File: src/rtl/video_timing_detector.sv
// video_timing_detector: recovers active-area x/y from a de/hs/vs stream, measures
// line/frame geometry and locks once two consecutive complete frames agree.
module video_timing_detector #(
   parameter int CNT_W = 11
) (
   input  logic             clk_pixel,
   input  logic             reset_n,
   input  logic             de,
   input  logic             hs,
   input  logic             vs,
   output logic             de_o,
   output logic [CNT_W-1:0] x,
   output logic [CNT_W-1:0] y,
   output logic             frame_start,
   output logic [CNT_W-1:0] h_total,
   output logic [CNT_W-1:0] h_active,
   output logic [CNT_W-1:0] v_total,
   output logic [CNT_W-1:0] v_active,
   output logic             locked
);
   localparam logic [CNT_W-1:0] MAX = '1;
   localparam logic [CNT_W-1:0] ONE = CNT_W'(1);

   typedef enum logic [1:0] {SEARCH, MEASURE, LOCKED} state_t;

   function automatic logic [CNT_W-1:0] inc(input logic [CNT_W-1:0] v);
      return (v == MAX) ? v : v + ONE;
   endfunction

   state_t             state, state_n;
   logic               de_p, hs_p, vs_p;
   logic               de_rise, de_fall, hs_rise, vs_rise, wdog;
   logic [CNT_W-1:0]   hc, ly;
   logic [CNT_W-1:0]   line_len, run_len, vc, va;
   logic [CNT_W-1:0]   line_len_n, run_len_n, vc_n, va_n;
   logic               line_set, run_set, bad;
   logic               line_set_n, run_set_n, bad_n;
   logic [4*CNT_W-1:0] frame, cand;
   logic               cand_ok, good, accept, publish, cand_ld;

   assign de_rise = de & ~de_p;
   assign de_fall = ~de & de_p;
   assign hs_rise = hs & ~hs_p;
   assign vs_rise = vs & ~vs_p;
   assign wdog    = hc == MAX;
   assign frame   = {line_len, run_len, vc, va};
   assign good    = !bad && line_len != '0 && run_len != '0 && vc != '0 && va != '0;
   assign accept  = good && (state == MEASURE ? cand_ok && frame == cand
                                              : frame == {h_total, h_active, v_total, v_active});

   // Events on the vs-rise clock already belong to the new frame.
   always_comb begin
      line_len_n = vs_rise ? '0 : line_len;
      run_len_n  = vs_rise ? '0 : run_len;
      vc_n       = vs_rise ? '0 : vc;
      va_n       = vs_rise ? '0 : va;
      line_set_n = vs_rise ? 1'b0 : line_set;
      run_set_n  = vs_rise ? 1'b0 : run_set;
      bad_n      = vs_rise ? 1'b0 : bad;
      if (hs_rise) begin
         bad_n = bad_n | (vc_n == MAX);
         vc_n  = inc(vc_n);
         if (line_set_n) bad_n = bad_n | (hc != line_len_n);
         else begin
            line_len_n = hc;
            line_set_n = 1'b1;
         end
      end
      if (de_rise) begin
         bad_n = bad_n | (va_n == MAX);
         va_n  = inc(va_n);
      end
      if (de_fall) begin
         bad_n = bad_n | (x == MAX);
         if (run_set_n) bad_n = bad_n | (inc(x) != run_len_n);
         else begin
            run_len_n = inc(x);
            run_set_n = 1'b1;
         end
      end
      state_n = wdog ? SEARCH : !vs_rise ? state : state == SEARCH ? MEASURE : accept ? LOCKED : MEASURE;
      publish = !wdog && vs_rise && state == MEASURE && accept;
      cand_ld = !wdog && vs_rise && state != SEARCH && !accept;
   end

   always_ff @(posedge clk_pixel or negedge reset_n) begin
      if (!reset_n) begin
         state       <= SEARCH;
         {de_p, hs_p, vs_p, de_o, frame_start, locked} <= '0;
         {x, y, ly, hc} <= '0;
         {line_len, run_len, vc, va, line_set, run_set, bad} <= '0;
         {cand, cand_ok} <= '0;
         {h_total, h_active, v_total, v_active} <= '0;
      end else begin
         de_p        <= de;
         hs_p        <= hs;
         vs_p        <= vs;
         de_o        <= de;
         frame_start <= vs_rise;
         x           <= de_rise ? '0 : de ? inc(x) : x;
         ly          <= vs_rise ? '0 : de_fall ? inc(ly) : ly;
         if (de) y <= ly;
         hc          <= hs_rise ? ONE : inc(hc);
         line_len    <= line_len_n;
         run_len     <= run_len_n;
         vc          <= vc_n;
         va          <= va_n;
         line_set    <= line_set_n;
         run_set     <= run_set_n;
         bad         <= bad_n;
         state       <= state_n;
         locked      <= state == LOCKED;
         if (wdog) {cand, cand_ok} <= '0;
         else if (cand_ld) begin
            cand    <= frame;
            cand_ok <= good;
         end
         if (publish) {h_total, h_active, v_total, v_active} <= frame;
      end
   end
endmodule

File: config.mk
export PLATFORM = sky130hd
export DESIGN_NAME = video_timing_detector
export DESIGN_NICKNAME = d
export VERILOG_FILES = /design/src/rtl/video_timing_detector.sv
export SDC_FILE = /design/constraint.sdc
export NUM_CORES = 1
export LEC_CHECK = 0
export ABC_AREA = 1
export CORE_ASPECT_RATIO = 2
export CORE_MARGIN = 8
export CORE_UTILIZATION = 58
export DETAILED_ROUTE_END_ITERATION = 8
export PLACE_DENSITY_LB_ADDON = 0.1
export SLEW_MARGIN = 5
export SYNTH_ARGS = -nofsm -noshare
export SYNTH_HDL_FRONTEND = slang
export SYNTH_SLANG_ARGS = --single-unit
File: constraint.sdc
create_clock -name clk_pixel -period 2.9 [get_ports clk_pixel]
set_input_delay 0.29 -clock clk_pixel [delete_from_list [all_inputs] [get_ports clk_pixel]]
set_output_delay 0.29 -clock clk_pixel [all_outputs]
set_load 0.02 [all_outputs]
==> results.md <==
* Status: complete, no violations
* Clock slew at reported path FFs at 0.07 ns
* Clock sink count at roughly 190
* Period minus WS final at 2.463 ns
* Final core occ at about two thirds
* FF-to-FF setup slack at 0.44 ns
* Synth cell types at 41
* Power per Cell Area at 646.3 nW/um2
* Crit Path Max Fanout at 22
* Post-CTS setup buffer count at 0
* Reported net switching power at roughly 0.0024 W
* Final HPWL from detailed placement at approximately 21,000 um
* Routed vias/inst at 5.466
* Skew final at about 0.011 ns
* Final period util at between 80 and 90%
* CP Launch Type: flop
* Initial drt markers at 498
* DRT Wirelength at ~28,000 um
* Seq pwr share at approximately 44%
* Max IR drop VDD at approximately 460 uV
* Root buf cell: clkbuf_16
* Final ANT Viol Nets at 0
* Synthesized area per cell at approximately 7.8 um2
* Static Leak at about 5.3 nW
* Height of the die at around 200 um
* Final Hold Fails at 0
* GRT Overall Usage at roughly 27%
* Synth Warn # at 0
* Design internal power at ~0.0049 W
* Nets at 1,334
* CP Buf/Inv Count at 1
* Required time worst endpoint at 3.24 ns
* Cell count of the worst reg-to-reg path at 10
* Vias post-DR at ~8,400
* # setup viols final at 0
* Top Family by Delay on Critical Path: simple AND/OR/NAND/NOR gates
* Max-Cap Viols at 0
* IO Count at 74
* Hold path cells at 1
* Clock Power Share at 32.6%
* Crit Path Class: reg -> reg
* Worst hold start: hs
* Share of cells above drive strength 1 at 5.236%
* Setup TNS at 0 ns
* Mapped Nets at roughly 1,300
* Area Growth Syn to Fin at 15.03%
* Number of global-route vias before repair at 8,554
* Cells after synthesis at about 1,300
* Starting Density at roughly 60%
* GRT Residual Overflow at 0
* Post-Synthesis Cell Area at 9823 um2
* Pins Over Slew Limit at 0
* Pwr Total at around 0.0073 W
* Die area at roughly 22,000 um2
* Hold path endpoint: hs_p
* R2R Path Start: vc[3]
* Worst setup margin at roughly 0.44 ns
* CTS Buf Count at 17
* GP Congestion at about 0.96
* Worst setup EP type: flop
* Combinational share of power at a little under a quarter
* Worst min path class: in -> reg
* TritonRoute pass-1 iters at 7
* Max H-tree Level at 4
* Worst r2r dst: h_active[9]
* I/O Buffers at between 70 and 80
* Slew HR at a little under three fifths
* Fill count at between 1,000 and 1,500
* First-pass GRT wire length at ~45,000 um
* Worst hold margin at around 0.32 ns
* CTS tree: done
* Clock buffer depth at 2
* Ant. Diodes at 0
* Worst-margin pin slew at about 0.65 ns
* Setup Slack @ Placement at a little under 0.3 ns
* Flops & latches, synth at between 150 and 200
* DR WL/cell at roughly 18 um
* Initial antenna violation count at 0
* CP Cell Sequence: xnor2_1 > nand3_1 > nor2_1 > nand2_1 > nor2_1 > nand3_1 > nand2_2 > nand4_4 > buf_4 > o21ai_0
* Die width at about 110 um
* Proportion of synthesized chip area in sequential cells at between 40% and 50%
* Sw Share at roughly 33%
* Residual DRC at 0
* Max stage delay on crit path at roughly 0.46 ns
* Total core area at around 17,000 um2
* RSZ-0062 raised after global routing: false
* Fmax at slightly above 0.4 GHz
* Largest net degree at the start of global routing at 69
* Row count at 67
* Clk_lat worst skew at ~0.44 ns
* CP arrival at roughly 2.8 ns
* Critical path's slowest cell: dfrtp_1
==> worst max path at each step <==
stage / from / endpoint / slack (ns) / depth (start not counted)
2_1_floorplan: vs_p / vc[9] / 0.56 / 17
3_3_place_gp: vs / va[9] / 0.38 / 12
3_5_place_dp: vs / va[9] / 0.29 / 12
4_1_cts: vc[3] / h_active[9] / 0.44 / 10
5_1_grt: ly[0] / ly[2] / 0.22 / 13
6_report: vc[3] / h_active[9] / 0.44 / 10
==> power groups by stage <==
stage	clock network, W	logic (W)	registers, W
after floorplan	0	0.000964	0.00329
after global placement	0	0.00169	0.00324
after detailed placement	0	0.00171	0.00325
after CTS	0.00241	0.00172	0.00320
after global routing	0.00250	0.00190	0.00324
final	0.00238	0.00171	0.00321
==> layer usage <==
metal / vias to the layer above / GRT usage, % / part of all wire, %
li1: 4131 / - / -
met1: 3974 / 28.30 / 37
met2: 254 / 49.16 / 53
met3: 80 / 3.987 / 4.4
met4: 0 / 16.77 / 5.6
met5: - / 0 / 0
==> cells in the mapped netlist, drive strengths merged <==
library cell  instances  area [um2]
a211oi                1       7.510
a21oi                23       115.1
a221oi                2       17.52
a31oi                 1       12.51
buf                  31       205.2
clkbuf               15       61.31
clkinv                1       3.750
dfrtp               187        4679
ha                    5       62.56
inv                 154       580.6
nand2               388        1471
nand3                98       505.5
nand3b                2       15.01
nand4                35       234.0
nor2                100       392.9
nor3                 16       91.34
nor4                 11       68.82
o211ai                1       7.510
o21ai                93       465.5
o22ai                 7       43.79
o31ai                 2       15.01
o32ai                 2       17.52
or2                   8       50.04
or4                   1       7.510
xnor2                50       437.9
xor2                 29       254.0
==> cell type report <==
| cell class | count | area, um2 | area share [%] |
|---|---|---|---|
| Clock inverter | 11 | 136.4 | 1.207 |
| Inverter | 155 | 584.3 | 5.171 |
| Tap cell | 207 | 259.0 | 2.292 |
| Sequential cell | 187 | 4679 | 41.41 |
| Timing Repair Buffer | 88 | 887.1 | 7.851 |
| Clock buffer | 21 | 460.4 | 4.075 |
| Multi-Input combinational cell | 875 | 4293 | 37.99 |
==> sequential cells by signal, indices dropped and copies added, names as in the netlist, 2 cells and up <==
register  count
y            11
cand         44
x            11
h_total      11
va           11
run_len      11
hc           11
h_active     11
v_total      11
ly           11
vc           11
line_len     11
state         2
v_active     11
==> placed cells by master (no fill, tap or decap), types with 3 or more instances in the layout <==
| cell | netlist | final |
|---|---|---|
| buf_12 | 0 | 3 |
| nor4_1 | 11 | 11 |
| buf_4 | 7 | 11 |
| xor2_1 | 29 | 29 |
| or2_0 | 4 | 4 |
| o21ai_1 | 14 | 14 |
| nand3_2 | 3 | 3 |
| clkdlybuf4s50_1 | 0 | 72 |
| ha_1 | 5 | 5 |
| inv_2 | 5 | 5 |
| o21ai_0 | 79 | 79 |
| a21oi_1 | 23 | 23 |
| or2_2 | 4 | 4 |
| nand3_1 | 95 | 95 |
| nand4_1 | 34 | 34 |
| dfrtp_1 | 187 | 187 |
| o22ai_1 | 7 | 7 |
| nand2_2 | 3 | 3 |
| nor3_1 | 15 | 15 |
| inv_1 | 148 | 148 |
| xnor2_1 | 50 | 50 |
| clkbuf_8 | 0 | 3 |
| nand2_1 | 384 | 384 |
| clkbuf_16 | 0 | 17 |
| clkinv_4 | 0 | 4 |
| nor2_2 | 4 | 4 |
| nor2_1 | 95 | 95 |
==> through the flow <==
stage          cells  cell area (um2)
3_3_place_gp    1511            10690
4_1_cts         1544            11300
3_5_place_dp    1511            10690
2_1_floorplan   1263             9823
6_report        1544            11300
5_1_grt         1544            11300
==> kinds of logic (layout without fill, tap and decap cells) <==
| kind of cell | after synthesis | count (layout) | synth area share (%) |
|---|---|---|---|
| flip-flops | 187 | 187 | 47.64 |
| AO/OA/AOI/OAI | 132 | 132 | 7.146 |
| adder cells (fa/ha/maj) | 5 | 5 | 0.6369 |
| AND/OR/NAND/NOR | 659 | 659 | 28.88 |
| buffers and inverters | 201 | 275 | 8.661 |
| XOR/XNOR | 79 | 79 | 7.044 |
==> timing repair <==
| action | 4_1_cts | 5_1_grt |
|---|---|---|
| hold buffers | 1 | 0 |
| endpoints found under the hold margin | 66 | 0 |
| gates resized for setup | 0 | 0 |
Note: power is estimated with default switching activity, not from simulation.
